[config.mk]
export PLATFORM = sky130hd
export DESIGN_NAME = serial_adder
export DESIGN_NICKNAME = d
export VERILOG_FILES = /design/src/rtl/adder_pkg.sv /design/src/rtl/serial_adder_full_adder.sv /design/src/rtl/serial_adder.sv
export SDC_FILE = /design/constraint.sdc
export NUM_CORES = 1
export LEC_CHECK = 0
export CELL_PAD_IN_SITES_DETAIL_PLACEMENT = 1
export CELL_PAD_IN_SITES_GLOBAL_PLACEMENT = 1
export CORE_ASPECT_RATIO = 1.25
export CORE_MARGIN = 2
export CORE_UTILIZATION = 42
export CTS_CLUSTER_DIAMETER = 100
export DETAILED_ROUTE_END_ITERATION = 8
export PLACE_DENSITY = 0.86
export SLEW_MARGIN = 10
export SYNTH_ARGS = -nofsm -noshare
export SYNTH_HDL_FRONTEND = slang
export SYNTH_SLANG_ARGS = --single-unit
export TNS_END_PERCENT = 100
[constraint.sdc]
create_clock -name clk -period 2.3 [get_ports clk]
set_input_delay 0.23 -clock clk [delete_from_list [all_inputs] [get_ports clk]]
set_output_delay 0.23 -clock clk [all_outputs]
set_load 0.02 [all_outputs]
[src/rtl/adder_pkg.sv]
// -----------------------------------------------------------------------------
// adder_pkg
// Shared definitions for the bit-serial adder:
//   state_t       - FSM state encoding (IDLE, SHIFT, DONE)
//   DEFAULT_WIDTH - default operand/sum width in bits
// -----------------------------------------------------------------------------
package adder_pkg;

    typedef enum logic [1:0] {
        IDLE  = 2'd0,
        SHIFT = 2'd1,
        DONE  = 2'd2
    } state_t;

    localparam int DEFAULT_WIDTH = 4;

endpackage : adder_pkg

[src/rtl/serial_adder_full_adder.sv]
// -----------------------------------------------------------------------------
// full_adder
// One-bit combinational full adder used as the datapath of serial_adder.
// Ports:
//   x, y  - addend bits
//   ci    - carry in
//   s     - sum bit
//   co    - carry out
// -----------------------------------------------------------------------------
module full_adder (
    input  logic x,
    input  logic y,
    input  logic ci,
    output logic s,
    output logic co
);

    logic p_s;

    assign p_s = x ^ y;
    assign s   = p_s ^ ci;
    assign co  = (x & y) | (ci & p_s);

endmodule : full_adder

[src/rtl/serial_adder.sv]
// -----------------------------------------------------------------------------
// serial_adder
// Bit-serial adder: computes a + b + cin one bit per clock, LSB first.
// A start accepted in IDLE loads the operands; WIDTH SHIFT cycles follow,
// then a single DONE cycle with done=1, then back to IDLE.
//
// Ports:
//   clk   - clock, rising edge
//   rst   - asynchronous active-high reset
//   start - request a new addition (accepted only while ready=1)
//   a, b  - WIDTH-bit addends, sampled on the accepting edge
//   cin   - carry in, sampled with a and b
//   ready - high in IDLE only
//   done  - one-cycle pulse when sum/cout/ovf are valid
//   sum   - a + b + cin mod 2^WIDTH
//   cout  - carry out of the MSB
//   ovf   - two's-complement overflow flag
//
// Configuration macro:
//   SERIAL_ADDER_OVF_EN - when defined, ovf is computed as the carry into the
//                         MSB XOR the carry out of it; when undefined, ovf is
//                         tied to 0 and its flop is not built.
// -----------------------------------------------------------------------------
module serial_adder
    import adder_pkg::*;
#(
    parameter int WIDTH = DEFAULT_WIDTH
) (
    input  logic             clk,
    input  logic             rst,
    input  logic             start,
    input  logic [WIDTH-1:0] a,
    input  logic [WIDTH-1:0] b,
    input  logic             cin,
    output logic             ready,
    output logic             done,
    output logic [WIDTH-1:0] sum,
    output logic             cout,
    output logic             ovf
);

    localparam int CNT_W = $clog2(WIDTH + 1);

    state_t             state_r;
    logic [WIDTH-1:0]   a_sh_r;
    logic [WIDTH-1:0]   b_sh_r;
    logic [WIDTH-1:0]   sum_r;
    logic               carry_r;
    logic [CNT_W-1:0]   cnt_r;
    logic               ready_r;
    logic               done_r;
    logic               cout_r;
    logic               fa_s_s;
    logic               fa_co_s;
    logic               msb_s;

    // The bit being processed this cycle is the MSB once WIDTH-1 bits are done
    assign msb_s = (cnt_r == CNT_W'(WIDTH - 1));

    full_adder u_fa (
        .x  (a_sh_r[0]),
        .y  (b_sh_r[0]),
        .ci (carry_r),
        .s  (fa_s_s),
        .co (fa_co_s)
    );

`ifdef SERIAL_ADDER_OVF_EN
    logic ovf_r;

    // Overflow capture: carry into the MSB (carry_r) XOR carry out of it
    always_ff @(posedge clk or posedge rst) begin
        if (rst) begin
            ovf_r <= 1'b0;
        end else if ((state_r == SHIFT) && msb_s) begin
            ovf_r <= carry_r ^ fa_co_s;
        end else begin
            ovf_r <= ovf_r;
        end
    end

    assign ovf = ovf_r;
`else
    assign ovf = 1'b0;
`endif

    // Control FSM and serial datapath registers
    always_ff @(posedge clk or posedge rst) begin
        if (rst) begin
            state_r <= IDLE;
            a_sh_r  <= '0;
            b_sh_r  <= '0;
            sum_r   <= '0;
            carry_r <= 1'b0;
            cnt_r   <= '0;
            ready_r <= 1'b1;
            done_r  <= 1'b0;
            cout_r  <= 1'b0;
        end else begin
            case (state_r)
                IDLE: begin
                    done_r <= 1'b0;
                    if (start) begin
                        a_sh_r  <= a;
                        b_sh_r  <= b;
                        carry_r <= cin;
                        cnt_r   <= '0;
                        ready_r <= 1'b0;
                        state_r <= SHIFT;
                    end else begin
                        ready_r <= 1'b1;
                    end
                end
                SHIFT: begin
                    // Sum bits enter at the MSB so after WIDTH shifts bit 0 is the LSB
                    sum_r   <= {fa_s_s, sum_r[WIDTH-1:1]};
                    a_sh_r  <= a_sh_r >> 1;
                    b_sh_r  <= b_sh_r >> 1;
                    carry_r <= fa_co_s;
                    cnt_r   <= cnt_r + CNT_W'(1);
                    if (msb_s) begin
                        cout_r  <= fa_co_s;
                        done_r  <= 1'b1;
                        state_r <= DONE;
                    end else begin
                        done_r  <= 1'b0;
                    end
                end
                DONE: begin
                    done_r  <= 1'b0;
                    ready_r <= 1'b1;
                    state_r <= IDLE;
                end
                default: begin
                    done_r  <= 1'b0;
                    ready_r <= 1'b1;
                    state_r <= IDLE;
                end
            endcase
        end
    end

    assign ready = ready_r;
    assign done  = done_r;
    assign sum   = sum_r;
    assign cout  = cout_r;

endmodule : serial_adder

* After elaboration in Yosys (flattened, before gate mapping) *
Index checks and enable logic that the tools add are counted.

storage, ports and cells
  register bits = 21
  output and inout bits = 8
  input bits = 12

operators by class
  bitwise logic cells = 5
  add/sub/neg operators = 1
  mux-type cells = 15
  reduce and logical (&&, ||, !) cells = 5
  eq/ne operators = 4

operator list
  cell                                            number
  case mux 4 bit (2 select lines)                 2
  2-to-1 mux 4 bit                                2
  case mux 3 bit (2 select lines)                 1
  AND reduction 2 bit                             3
  2-to-1 mux 1 bit                                4
  2-to-1 mux 2 bit                                2
  != test 2 bit (second input constant)           2
  case mux 1 bit (2 select lines)                 2
  case mux 2 bit (2 select lines)                 1
  adder 3 x 1 -> 3 bit (second input constant)    1
  == test 3 x 2 -> 1 bit (second input constant)  1
  2-to-1 mux 3 bit                                1
  bitwise AND 1 bit                               2
  == test 2 x 1 -> 1 bit (second input constant)  1
  zero test 2 bit                                 1
  nonzero test 2 bit                              1
  bitwise XOR 1 bit                               2
  OR 1 bit                                        1

* Logic depth before layout (Yosys ltp) *
  depth after elaboration = 4
  mapped depth = 4

* Hierarchy *
A second synthesis with hierarchy kept.

unflattened totals
  cell total of the unflattened synthesis = 85
  area, all modules = 1036.0 um2

modules (own cells, without submodules)
  module        times used  area an instance (um2)  seq. area each (um2)  cells each
  serial_adder  1           1016.0                  526.8                 84
  full_adder    1           20.0                    0.0                   1

* Worst setup path after synthesis *
OpenSTA, ideal clock, no wires.

  path type = register -> register
  start = reg cnt_r[0]
  end = reg cout_r, in the netlist cout
  setup time = 0.125 ns
  cell stages (with the launch flop) = 5
  required time = 2.175 ns
  path slack = 0.991 ns
  data arrival time = 1.184 ns
  cells stage by stage = dfrtp_1 ha_1 ha_1 and3b_1 mux2_2

on the way
  word-level cells in the longest chain between the ends = 2

ends and longest elaborated chain
  item                           RTL line             source
  from (decl)                    serial_adder.sv:49   logic [CNT_W-1:0] cnt_r;
  from (signal assigned)         serial_adder.sv:120  cnt_r <= cnt_r + CNT_W'(1);
  == test 3 x 2 -> 1 bit         serial_adder.sv:58   assign msb_s = (cnt_r == CNT_W'(WIDTH - 1));
  AND reduction 2 bit (no line)  --
  to (signal assigned)           serial_adder.sv:122  cout_r <= fa_co_s;
  to (decl)                      serial_adder.sv:52   logic cout_r;

Every way passes these cells.
A chain may end at the register's enable or synchronous reset.

* Final worst setup path *
  start = reg ready_r, in the netlist ready
  end = out ready

RTL lines
  item                    RTL line             source
  from (decl)             serial_adder.sv:50   logic ready_r;
  from (signal assigned)  serial_adder.sv:96   ready_r <= 1'b1;
  from (signal assigned)  serial_adder.sv:108  ready_r <= 1'b0;
  from (signal assigned)  serial_adder.sv:111  ready_r <= 1'b1;
  to (decl)               serial_adder.sv:35   output logic ready,

No word-level cell between the ends.

==> results.toml <==
[outcome]
status = "completed"

[routing]
antenna_left = 0
num_vias = 678
wl_met1_um = 843
drc_errors = 0
met3_length_um = 66
first_pass_iters = 3
wl_per_cell_um = 15.7
top_layer = "met4"
viasPerCell = 5.38
wl_um = 1980
wl_met2_um = 1010
drtIter0Drc = 6

[yosys]
synth_area_sq_mm = 0.00101
ys_seq_area_share_pct = 52.3
syn-num-nets = 95
ys_seq_elements = 21
netlist.top_cell.by_area = "dfrtp_1"
synth_top_area_share_pct = 49.7
synth.distinct_cells = 33
ys_warn_count = 0
syn_inst = 80
netlist_top_cells_area = "dfrtp_1, mux2_2, nor4b_1"
syn_avg_cell_area_sq_um = 12.6

[clock_network]
htreeDepth = 1
clock_sinks = 21
clock_latency_ns = 0.31
numCtsBuffers = 3
hold_buffers = 0
post_cts_buffers = 0
post_cts_resized = 0
cts_tree = "done"
clock-root-buffer = "clkbuf_4"
clk_pin_slew_ns = 0.12
cts_buffer_depth = 2

[finish]
multiInputGateArea_sq_um = 413
fin_nets = 111
areaGrowthSynthToFinish_pct = 19.9
antenna_cells = 0
nFillCells = 248
layout-drive-gt1-share_pct = 16.8
area.sequential_sq_um = 527

[grt]
first_global_vias = 718
grt_pass1_wl_um = 3190
grtUsageTotal_pct = 16.3
grt_antenna_before_repair = 0
grt_remaining_overflow = 0
grt_start_max_net_pins = 24

[floorplanning]
num_rows = 19
die_w_um = 47.8
start_util_pct = 45.1
core_area_sq_mm = 0.00223
die_h_um = 58.8
io-pin-count = 20
die_area_sq_mm = 0.00281

[timing]
finalHoldViolCount = 0
final_max_slew_viol_count = 0
tns_ns = 0
timing.fmax_ghz = 0.596
worstMarginPinSlew_ns = 0.813
fin_crit_ns = 1.68
rsz0062_at_grt = "false"
period_share_pct = 73.0
slew_headroom_pct = 45.7
finClkSkew_ns = 0.00417
finalSetupViolations = 0

[critical_path]
crit_path_end_kind = "output pin"
critPathKind = "reg -> out"
required_ns = 2.07
crit_family = "buffers and inverters"
crit_fanout = 2
cpPeakStageDelay_ns = 0.59
arrival_ns = 1.45
critical_path_buf_inv_count = 1
cp-start-kind = "flip-flop"
crit_chain = "clkdlybuf4s50_1"
slowest_stage = "clkdlybuf4s50_1"

[placed_design]
port_buffers = 18
place.gp.congestion = 0.679
dp_hpwl_um = 1400

[pwr]
power_mw = 1.60
pwr_density_cell_mw_per_mm2 = 1320
ir_drop_mv = 0.817
power.leakage_nw = 0.524

[flow_run]
max-cap-violations = 0

[min_path]
hp-class = "in -> async"
## synth_stat cells
| library cell | count |
|---|---|
| dfrtp_1 | 20 |
| a211o_1 | 1 |
| and4bb_2 | 2 |
| a21oi_1 | 1 |
| a221oi_1 | 3 |
| buf_2 | 2 |
| nor4b_1 | 4 |
| clkbuf_2 | 1 |
| mux2i_1 | 1 |
| nor3b_1 | 2 |
| conb_1 | 1 |
| or4b_1 | 3 |
| o221a_2 | 3 |
| buf_4 | 2 |
| a21o_2 | 1 |
| clkbuf_1 | 1 |
| mux2_2 | 5 |
| nor2_1 | 3 |
| a22o_1 | 1 |
| o22ai_1 | 1 |
| a211oi_1 | 1 |
| and3b_1 | 2 |
| a21o_1 | 1 |
| ha_1 | 2 |
| fa_1 | 1 |
| o21bai_1 | 1 |
| and2b_1 | 1 |
| nand2b_1 | 3 |
| inv_1 | 6 |
| dfstp_2 | 1 |
| o21ba_2 | 1 |
| or2b_1 | 1 |
| buf_6 | 1 |
## cell usage in the layout (no fill, tap or decap), drive strengths merged, types with 2 or more instances in the layout
cell type / n
a21o: 2
clkdlybuf4s50: 18
nor2: 3
nor4b: 4
nor3b: 2
o221a: 3
inv: 6
a221oi: 3
dfrtp: 20
and3b: 2
clkbuf: 4
ha: 2
and4bb: 2
or4b: 3
mux2: 5
nand2b: 3
## worst paths after layout
check,startpoint,endpoint,slack (ns),cells after the start
max,ready,ready,0.62,1
min,rst,cnt_r[0],0.37,2
max reg2reg,state_r[0],carry_r,0.73,2
min reg2reg,cnt_r[0],cnt_r[0],0.50,1
max in group asynchronous,rst,carry_r,1.43,2
min in group clk,cnt_r[0],cnt_r[0],0.50,1
## cell families after synthesis
group	after synthesis	share of synthesized area (%)
AND/OR/NAND/NOR	21	16.6
flip-flops	21	52.3
AO/OA/AOI/OAI	15	12.9
buffers and inverters	13	6.71
multiplexers	6	6.58
adder cells (fa/ha/maj)	3	4.47
other	1	0.372
## sequential cells by signal, indices dropped and copies added (netlist names)
register,count
carry_r,1
a_sh_r,4
state_r,2
ready,1
sum,4
done,1
cnt_r,3
b_sh_r,4
cout,1
## stage by stage
step	setup slack (ns)	std cells	cell area (sq um)	hold slack, ns	utilization, %
6_report	0.621	126	1210	0.370	54.0
5_1_grt	0.548	126	1210	0.419	54.0
4_1_cts	0.620	126	1210	0.398	54.0
3_5_place_dp	0.641	122	1180	0.477	52.9
3_3_place_gp	0.672	122	1180	0.467	52.9
2_1_floorplan	0.991	80	1010	0.206	-
## report_power, final
group / leakage (nW) / internal, mW / switching [mW]
clock: 0.0150 / 0.0678 / 0.118
combinational: 0.257 / 0.397 / 0.303
sequential: 0.252 / 0.546 / 0.167
total: 0.524 / 1.01 / 0.588
## cell type report
type	instances	share of cell area, %
Inverter	6	1.87
Tap cell	31	3.21
Clock buffer	4	2.18
Multi-Input combinational cell	46	34.2
Sequential cell	21	43.6
Timing Repair Buffer	18	14.9
## routing by layer
layer | vias up | global-route usage, %
li1 | 321 | -
met1 | 334 | 20.6
met2 | 16 | 25.7
met3 | 7 | 3.37
met4 | 0 | 8.11
met5 | - | 0
Note: power is estimated with default switching activity, not from simulation.
